File: src/rtl/uart_pkg.sv
// Shared UART constants: framer states, default bit period and 8N1 frame levels.
// Used by both the receive and transmit queues.
package uart_pkg;

  localparam int unsigned DefaultClksPerBit = 16;
  localparam int unsigned DataBits          = 8;

  localparam logic IdleLevel     = 1'b1;
  localparam logic StartBitLevel = 1'b0;
  localparam logic StopBitLevel  = 1'b1;

  typedef enum logic [2:0] {
    StIdle,
    StStart,
    StData,
    StStop,
    StWaitIdle
  } uart_state_e;

endpackage

File: src/rtl/uart_sync_fifo.sv
// Parameterised first-word-fall-through FIFO with occupancy count.
// Push while full is accepted only when a pop happens on the same edge.
module uart_sync_fifo #(
  parameter int unsigned Width     = 8,
  parameter int unsigned AddrWidth = 5
) (
  input  logic                 clk_i,
  input  logic                 rst_ni,
  input  logic                 push_i,
  input  logic [Width-1:0]     data_i,
  input  logic                 pop_i,
  output logic [Width-1:0]     data_o,
  output logic [AddrWidth:0]   count_o,
  output logic                 full_o,
  output logic                 empty_o
);

  localparam logic [AddrWidth:0] Depth = {1'b1, {AddrWidth{1'b0}}};

  logic [Width-1:0]     mem_q [2**AddrWidth];
  logic [AddrWidth-1:0] wr_ptr_q, wr_ptr_d;
  logic [AddrWidth-1:0] rd_ptr_q, rd_ptr_d;
  logic [AddrWidth:0]   count_q, count_d;
  logic                 push_eff, pop_eff;

  assign empty_o  = (count_q == '0);
  assign full_o   = (count_q == Depth);
  assign pop_eff  = pop_i && !empty_o;
  assign push_eff = push_i && (!full_o || pop_eff);

  always_comb begin
    wr_ptr_d = wr_ptr_q;
    rd_ptr_d = rd_ptr_q;
    count_d  = count_q;
    if (push_eff) wr_ptr_d = wr_ptr_q + 1'b1;
    if (pop_eff)  rd_ptr_d = rd_ptr_q + 1'b1;
    unique case ({push_eff, pop_eff})
      2'b10:   count_d = count_q + 1'b1;
      2'b01:   count_d = count_q - 1'b1;
      default: count_d = count_q;
    endcase
  end

  always_ff @(posedge clk_i) begin
    if (!rst_ni) begin
      wr_ptr_q <= '0;
      rd_ptr_q <= '0;
      count_q  <= '0;
    end else begin
      wr_ptr_q <= wr_ptr_d;
      rd_ptr_q <= rd_ptr_d;
      count_q  <= count_d;
    end
  end

  // Storage needs no reset: occupancy alone decides what is valid.
  always_ff @(posedge clk_i) begin
    if (push_eff) mem_q[wr_ptr_q] <= data_i;
  end

  assign data_o  = empty_o ? '0 : mem_q[rd_ptr_q];
  assign count_o = count_q;

endmodule

File: src/rtl/uart_rx_queue.sv
// UART 8N1 receiver: COM port select, synchronizer, mid-bit sampling framer,
// and a FWFT byte queue toward the USB IN side with sticky overflow.
module uart_rx_queue
  import uart_pkg::*;
#(
  parameter int unsigned CLKS_PER_BIT = DefaultClksPerBit,
  parameter int unsigned FIFO_AW      = 5
) (
  input  logic               uart_clk,
  input  logic               uart_rst_n,
  input  logic               uart_rx_com1,
  input  logic               uart_rx_com2,
  input  logic               com_sel,
  input  logic               rx_rd,
  input  logic               ovf_clr,
  output logic [7:0]         rx_data,
  output logic               rx_empty,
  output logic               rx_full,
  output logic [FIFO_AW:0]   rx_count,
  output logic               rx_busy,
  output logic               rx_frame_err,
  output logic               rx_overflow
);

  localparam int unsigned CntW = $clog2(CLKS_PER_BIT);
  localparam logic [CntW-1:0] HalfLast = CntW'(CLKS_PER_BIT / 2 - 1);
  localparam logic [CntW-1:0] FullLast = CntW'(CLKS_PER_BIT - 1);

  logic        sync1_q, sync2_q, line;
  uart_state_e state_q, state_d;
  logic [CntW-1:0] cnt_q, cnt_d;
  logic [2:0]  idx_q, idx_d;
  logic [7:0]  shift_q, shift_d;
  logic        busy_q, busy_d;
  logic        frame_err_q, frame_err_d;
  logic        ovf_q, ovf_d;
  logic        push;

  assign line = sync2_q;

  always_comb begin
    state_d     = state_q;
    cnt_d       = cnt_q;
    idx_d       = idx_q;
    shift_d     = shift_q;
    frame_err_d = 1'b0;
    push        = 1'b0;
    unique case (state_q)
      StIdle: begin
        if (line == StartBitLevel) begin
          state_d = StStart;
          cnt_d   = '0;
        end
      end
      StStart: begin
        if (cnt_q == HalfLast) begin
          cnt_d   = '0;
          idx_d   = '0;
          // A start bit that is gone by mid-bit was a glitch.
          state_d = (line == StartBitLevel) ? StData : StIdle;
        end else begin
          cnt_d = cnt_q + 1'b1;
        end
      end
      StData: begin
        if (cnt_q == FullLast) begin
          cnt_d          = '0;
          shift_d[idx_q] = line;
          if (idx_q == 3'(DataBits - 1)) state_d = StStop;
          else                           idx_d   = idx_q + 1'b1;
        end else begin
          cnt_d = cnt_q + 1'b1;
        end
      end
      StStop: begin
        if (cnt_q == FullLast) begin
          cnt_d = '0;
          if (line == StopBitLevel) begin
            push    = 1'b1;
            state_d = StIdle;
          end else begin
            frame_err_d = 1'b1;
            state_d     = StWaitIdle;
          end
        end else begin
          cnt_d = cnt_q + 1'b1;
        end
      end
      StWaitIdle: begin
        if (line == IdleLevel) state_d = StIdle;
      end
      default: state_d = StIdle;
    endcase
  end

  assign busy_d = (state_d != StIdle);

  // Setting wins over clearing when a drop and ovf_clr coincide.
  always_comb begin
    ovf_d = ovf_q;
    if (push && rx_full && !rx_rd) ovf_d = 1'b1;
    else if (ovf_clr)              ovf_d = 1'b0;
  end

  always_ff @(posedge uart_clk) begin
    if (!uart_rst_n) begin
      sync1_q     <= IdleLevel;
      sync2_q     <= IdleLevel;
      state_q     <= StIdle;
      cnt_q       <= '0;
      idx_q       <= '0;
      shift_q     <= '0;
      busy_q      <= 1'b0;
      frame_err_q <= 1'b0;
      ovf_q       <= 1'b0;
    end else begin
      sync1_q     <= com_sel ? uart_rx_com2 : uart_rx_com1;
      sync2_q     <= sync1_q;
      state_q     <= state_d;
      cnt_q       <= cnt_d;
      idx_q       <= idx_d;
      shift_q     <= shift_d;
      busy_q      <= busy_d;
      frame_err_q <= frame_err_d;
      ovf_q       <= ovf_d;
    end
  end

  uart_sync_fifo #(
    .Width     (8),
    .AddrWidth (FIFO_AW)
  ) u_fifo (
    .clk_i   (uart_clk),
    .rst_ni  (uart_rst_n),
    .push_i  (push),
    .data_i  (shift_q),
    .pop_i   (rx_rd),
    .data_o  (rx_data),
    .count_o (rx_count),
    .full_o  (rx_full),
    .empty_o (rx_empty)
  );

  assign rx_busy      = busy_q;
  assign rx_frame_err = frame_err_q;
  assign rx_overflow  = ovf_q;

endmodule

File: config.mk
export PLATFORM = sky130hd
export DESIGN_NAME = uart_rx_queue
export DESIGN_NICKNAME = d
export VERILOG_FILES = /design/src/rtl/uart_pkg.sv /design/src/rtl/uart_sync_fifo.sv /design/src/rtl/uart_rx_queue.sv
export SDC_FILE = /design/constraint.sdc
export NUM_CORES = 1
export LEC_CHECK = 0
export CORE_MARGIN = 2
export CORE_UTILIZATION = 50
export DETAILED_ROUTE_END_ITERATION = 12
export GPL_TIMING_DRIVEN = 0
export PLACE_DENSITY_LB_ADDON = 0.2
export SYNTH_ARGS = -nofsm -noshare
export SYNTH_HDL_FRONTEND = slang
export SYNTH_SLANG_ARGS = --single-unit
File: constraint.sdc
create_clock -name uart_clk -period 3.75 [get_ports uart_clk]
set_input_delay 0.5625 -clock uart_clk [delete_from_list [all_inputs] [get_ports uart_clk]]
set_output_delay 0.5625 -clock uart_clk [all_outputs]
set_load 0.01 [all_outputs]
==> summary by stage <==
Outcome
The run finished with clean final reports.

Clocking
The maximum level of the CTS H-tree is 1. CTS placed an instance of clkbuf_16 at the clock tree root. The TritonCTS buffer count is 31. Clock-pin slew was measured on the worst setup and hold paths at approximately 0.06 ns. The clock drives 300 sinks. The clock tree from TritonCTS is yes. Clock latency on the worst-skew pair, taken at its later pin, is between 0.5 and 0.6 ns.

The number of buffers added to fix hold violations after cts is 0. The buffer depth of the longest clock path is 3.

Global route
The initial antenna violation count is 0. Entering global routing, the biggest net connects 34 pins. The via count of the first global-routing pass is about 6600.

The first global-routing pass estimated ~39 mm of wire. The total grt overflow is 0. The global router's overall resource usage is around a fifth.

Critical path
The end of the critical path is rx_data[1]. The internal reg-to-reg setup slack is around 0.45 ns. The worst reg2reg path startpoint is cnt_q[0]$_SDFFE_PN0P_. The highest net fanout along the worst path is 10.

The endpoint of the worst-slack reg-to-reg timing path is u_fifo.count_o[2]$_SDFFE_PN0P_. Measured in cells, the most critical reg-to-reg path has a length of 13. By startpoint and endpoint, the worst setup path is classified as reg -> out. STA puts the critical path data required time at between 3 and 4 ns. The worst setup path is captured at an output port. At the worst endpoint, the arrival time is approximately 3.1 ns.

The nature of the critical path startpoint is a flip-flop.

Layout
The final antenna diode count is 0. In the final design database the tool counted a little under 800 nets. The layout-stage area growth over the synthesis result is 14.3%. In the final layout, the share of cells above drive strength 1 is a little over a fifth. The cell area after layout is between 10000 and 15000 µm².

Yosys
The synthesized netlist net count is 711. The post-synthesis register bit count is 300. The gate count after technology mapping is between 600 and 700. The most used flip-flop cell after synthesis is edfxtp_1. The number of enable flip-flop cells after synthesis is 256. For this run, asynchronously set or reset flops after synthesis account for 0%. The most numerous cell in the Yosys netlist is edfxtp_1. The warning count from the yosys run is 0. The number of different library cells used by synthesis comes to 55. The mapped netlist covers between 10000 and 15000 µm². Summed over all instances, the cell type with the most area after synthesis is edfxtp_1. Of the synthesized area, sequential elements account for between 70% and 80%. After synthesis, the most frequently instantiated cells are 256 x edfxtp_1, 64 x mux4_2, 44 x dfxtp_1. After synthesis, the largest area contributor takes up between 60% and 70% of total cell area. By area the synthesized netlist is led by edfxtp_1 63%, mux4_2 12%, dfxtp_1 7.2%. The per-instance average area after synthesis is 17.6 µm².

Floorplan
The number of primary I/O pins is 26. The full die area is about 26000 µm². For this configuration, the core starts out at a cell density of between 50% and 60%. The placeable core region is around 24000 µm². The die height is ~160 µm. The number of rows created at floorplan is 57.

The width of the die is 160 µm.

Hold path
The worst min-delay path category is reg -> reg.

Routing
The number of iterations in the first detailed-routing pass is 5. In the final routed layout, each cell accounts on average for between 20 and 25 µm. The count of nets left with antenna violations once routing finished came out at 0.

After detailed routing, the number of remaining DRC violations is 0. The routed wire length is around 26 mm. The routed layout has 6458 vias. The vias per cell is between 5 and 6. The number of violations reported at the end of detailed-routing iteration 0 is between 500 and 600.

Timing
Measured against its own limit, the worst slew margin works out to between 10% and 20%. The number of failing hold endpoints at the final stage is 0. The number of max-slew violations in the final report is 0.

The post-route minimum period is between 3 and 4 ns. After layout, the worst path uses 98.1% of the clock period. For the final routed database, the setup TNS stands at 0 ns.

The clock arrives with 0.00967 ns of skew. The maximum clock frequency is ~270 MHz. For the pin with the worst max-slew slack, the measured transition is approximately 1.3 ns. Setup violations remaining at the end of the flow were counted as 0.

Setup repair after global routing left no endpoint under its margin.

Placed design
The congestion estimate from routability-driven global placement came to around 0.86. Once placement finished, the instance area stood at approximately 13000 µm². The HPWL after detailed placement is ~17 mm.

During placement, the flow inserted port buffers numbering 25.

Run
The number of max-cap violations is 0.

Pwr
The analysis attributes to cell leakage a power of approximately 4.5 nW. VDD sags by at most between 0.0004 and 0.0005 V. The cell area power density is 476 nW/µm².
## logic make-up after synthesis
logic type | after synthesis | synth area share (%)
adder cells (fa/ha/maj) | 11 | 1.13
buffers and inverters | 52 | 2.06
AND/OR/NAND/NOR | 152 | 6.82
flip-flops | 300 | 70.3
XOR/XNOR | 13 | 0.934
multiplexers | 101 | 15.0
AO/OA/AOI/OAI | 64 | 3.78
## what timing repair did
item / 4_1_cts / 5_1_grt
setup endpoints to repair: 8 / 9
buffers inserted: 0 / 3
resized for setup: 4 / 10
pin swaps: 0 / 1
endpoints found under the hold margin: 0 / 0
## worst max-delay path, cell delays in order, from the launching register on
cell	delay (ns)
dfxtp_1	0.32
buf_4	0.24
buf_8	0.21
mux4_2	0.52
mux2_2	0.31
o22ai_1	0.35
a211oi_1	0.10
clkdlybuf4s50_1	0.51
## how the worst min path moves through the flow
stage,from,endpoint,slack (ns),cells after the start
after floorplan,sync1_q$_SDFF_PN1_,line$_SDFF_PN1_,0.39,1
after global placement,sync1_q$_SDFF_PN1_,line$_SDFF_PN1_,0.40,1
after detailed placement,sync1_q$_SDFF_PN1_,line$_SDFF_PN1_,0.39,1
after CTS,sync1_q$_SDFF_PN1_,line$_SDFF_PN1_,0.41,1
after global routing,sync1_q$_SDFF_PN1_,line$_SDFF_PN1_,0.44,1
final,sync1_q$_SDFF_PN1_,line$_SDFF_PN1_,0.41,1
## metrics by stage
step | hold slack [ns] | total power [mW] | utilization (%) | setup WS [ns] | std cells
final | 0.413 | 6.63 | 57.8 | 0.0697 | 1101
after global routing | 0.437 | 6.81 | 57.8 | 0.0130 | 1101
after CTS | 0.414 | 6.68 | 57.5 | -0.0600 | 1099
after detailed placement | 0.394 | 3.68 | 53.3 | 0.215 | 1042
after global placement | 0.399 | 3.67 | 53.3 | 0.316 | 1042
after floorplan | 0.386 | 3.66 | - | 0.811 | 693
## layout make-up
class | count | area (µm²)
plain buffers | 40 | 226
clock buffers | 40 | 820
clock inverters | 17 | 185
fillers | 1873 | 10200
inverters | 11 | 41.3
multi-input cells | 341 | 3420
flip-flops and latches | 300 | 8570
well taps | 324 | 405
repair buffers | 28 | 273
## registers in the layout (all words and copies together) (netlist names), 3 cells and up, named ones only
register / count
idx_q: 3
u_fifo.count_o: 6
state_q: 3
shift_q: 8
u_fifo.mem_q: 256
u_fifo.rd_ptr_q: 5
cnt_q: 4
u_fifo.wr_ptr_q: 5
## metal layers
layer / share of wire (%) / up-vias / global-route usage, %
met5: 0 / - / 0
met4: 2.6 / 0 / 5.90
met3: 5.7 / 49 / 3.12
met2: 49 / 201 / 33.5
met1: 43 / 3330 / 29.2
li1: - / 2878 / -
## where the power goes
group          switching (mW)  internal [mW]  total (mW)  leakage, nW
clock network            1.22           1.81        3.02        0.491
registers             0.00258           3.57        3.57         2.80
logic                  0.0165         0.0163      0.0328         1.18
## placed cells by master, fill, tap and decap left out, types with 4 or more instances in the layout
| cell type | Yosys | layout |
|---|---|---|
| a211oi_1 | 6 | 5 |
| a21boi_0 | 6 | 6 |
| a21oi_1 | 5 | 5 |
| and2_1 | 15 | 15 |
| buf_2 | 12 | 10 |
| buf_4 | 7 | 9 |
| bufinv_16 | 0 | 4 |
| clkbuf_1 | 18 | 25 |
| clkbuf_16 | 0 | 31 |
| clkdlybuf4s50_1 | 0 | 25 |
| clkinv_1 | 0 | 5 |
| clkinv_2 | 0 | 6 |
| dfxtp_1 | 44 | 43 |
| edfxtp_1 | 256 | 256 |
| ha_1 | 11 | 11 |
| inv_1 | 11 | 11 |
| mux2_2 | 17 | 17 |
| mux2i_1 | 20 | 20 |
| mux4_2 | 64 | 64 |
| nand2_1 | 21 | 21 |
| nand2b_1 | 6 | 6 |
| nand3_1 | 6 | 6 |
| nand3b_1 | 7 | 7 |
| nand4_1 | 4 | 4 |
| nor2_1 | 43 | 43 |
| nor2b_1 | 14 | 14 |
| nor3_1 | 9 | 8 |
| o21a_1 | 5 | 5 |
| o21ai_0 | 9 | 9 |
| o221ai_1 | 8 | 8 |
| o22ai_1 | 9 | 6 |
| or3_1 | 8 | 8 |
| xnor2_1 | 10 | 10 |
Power figures use the tool's default switching activity.
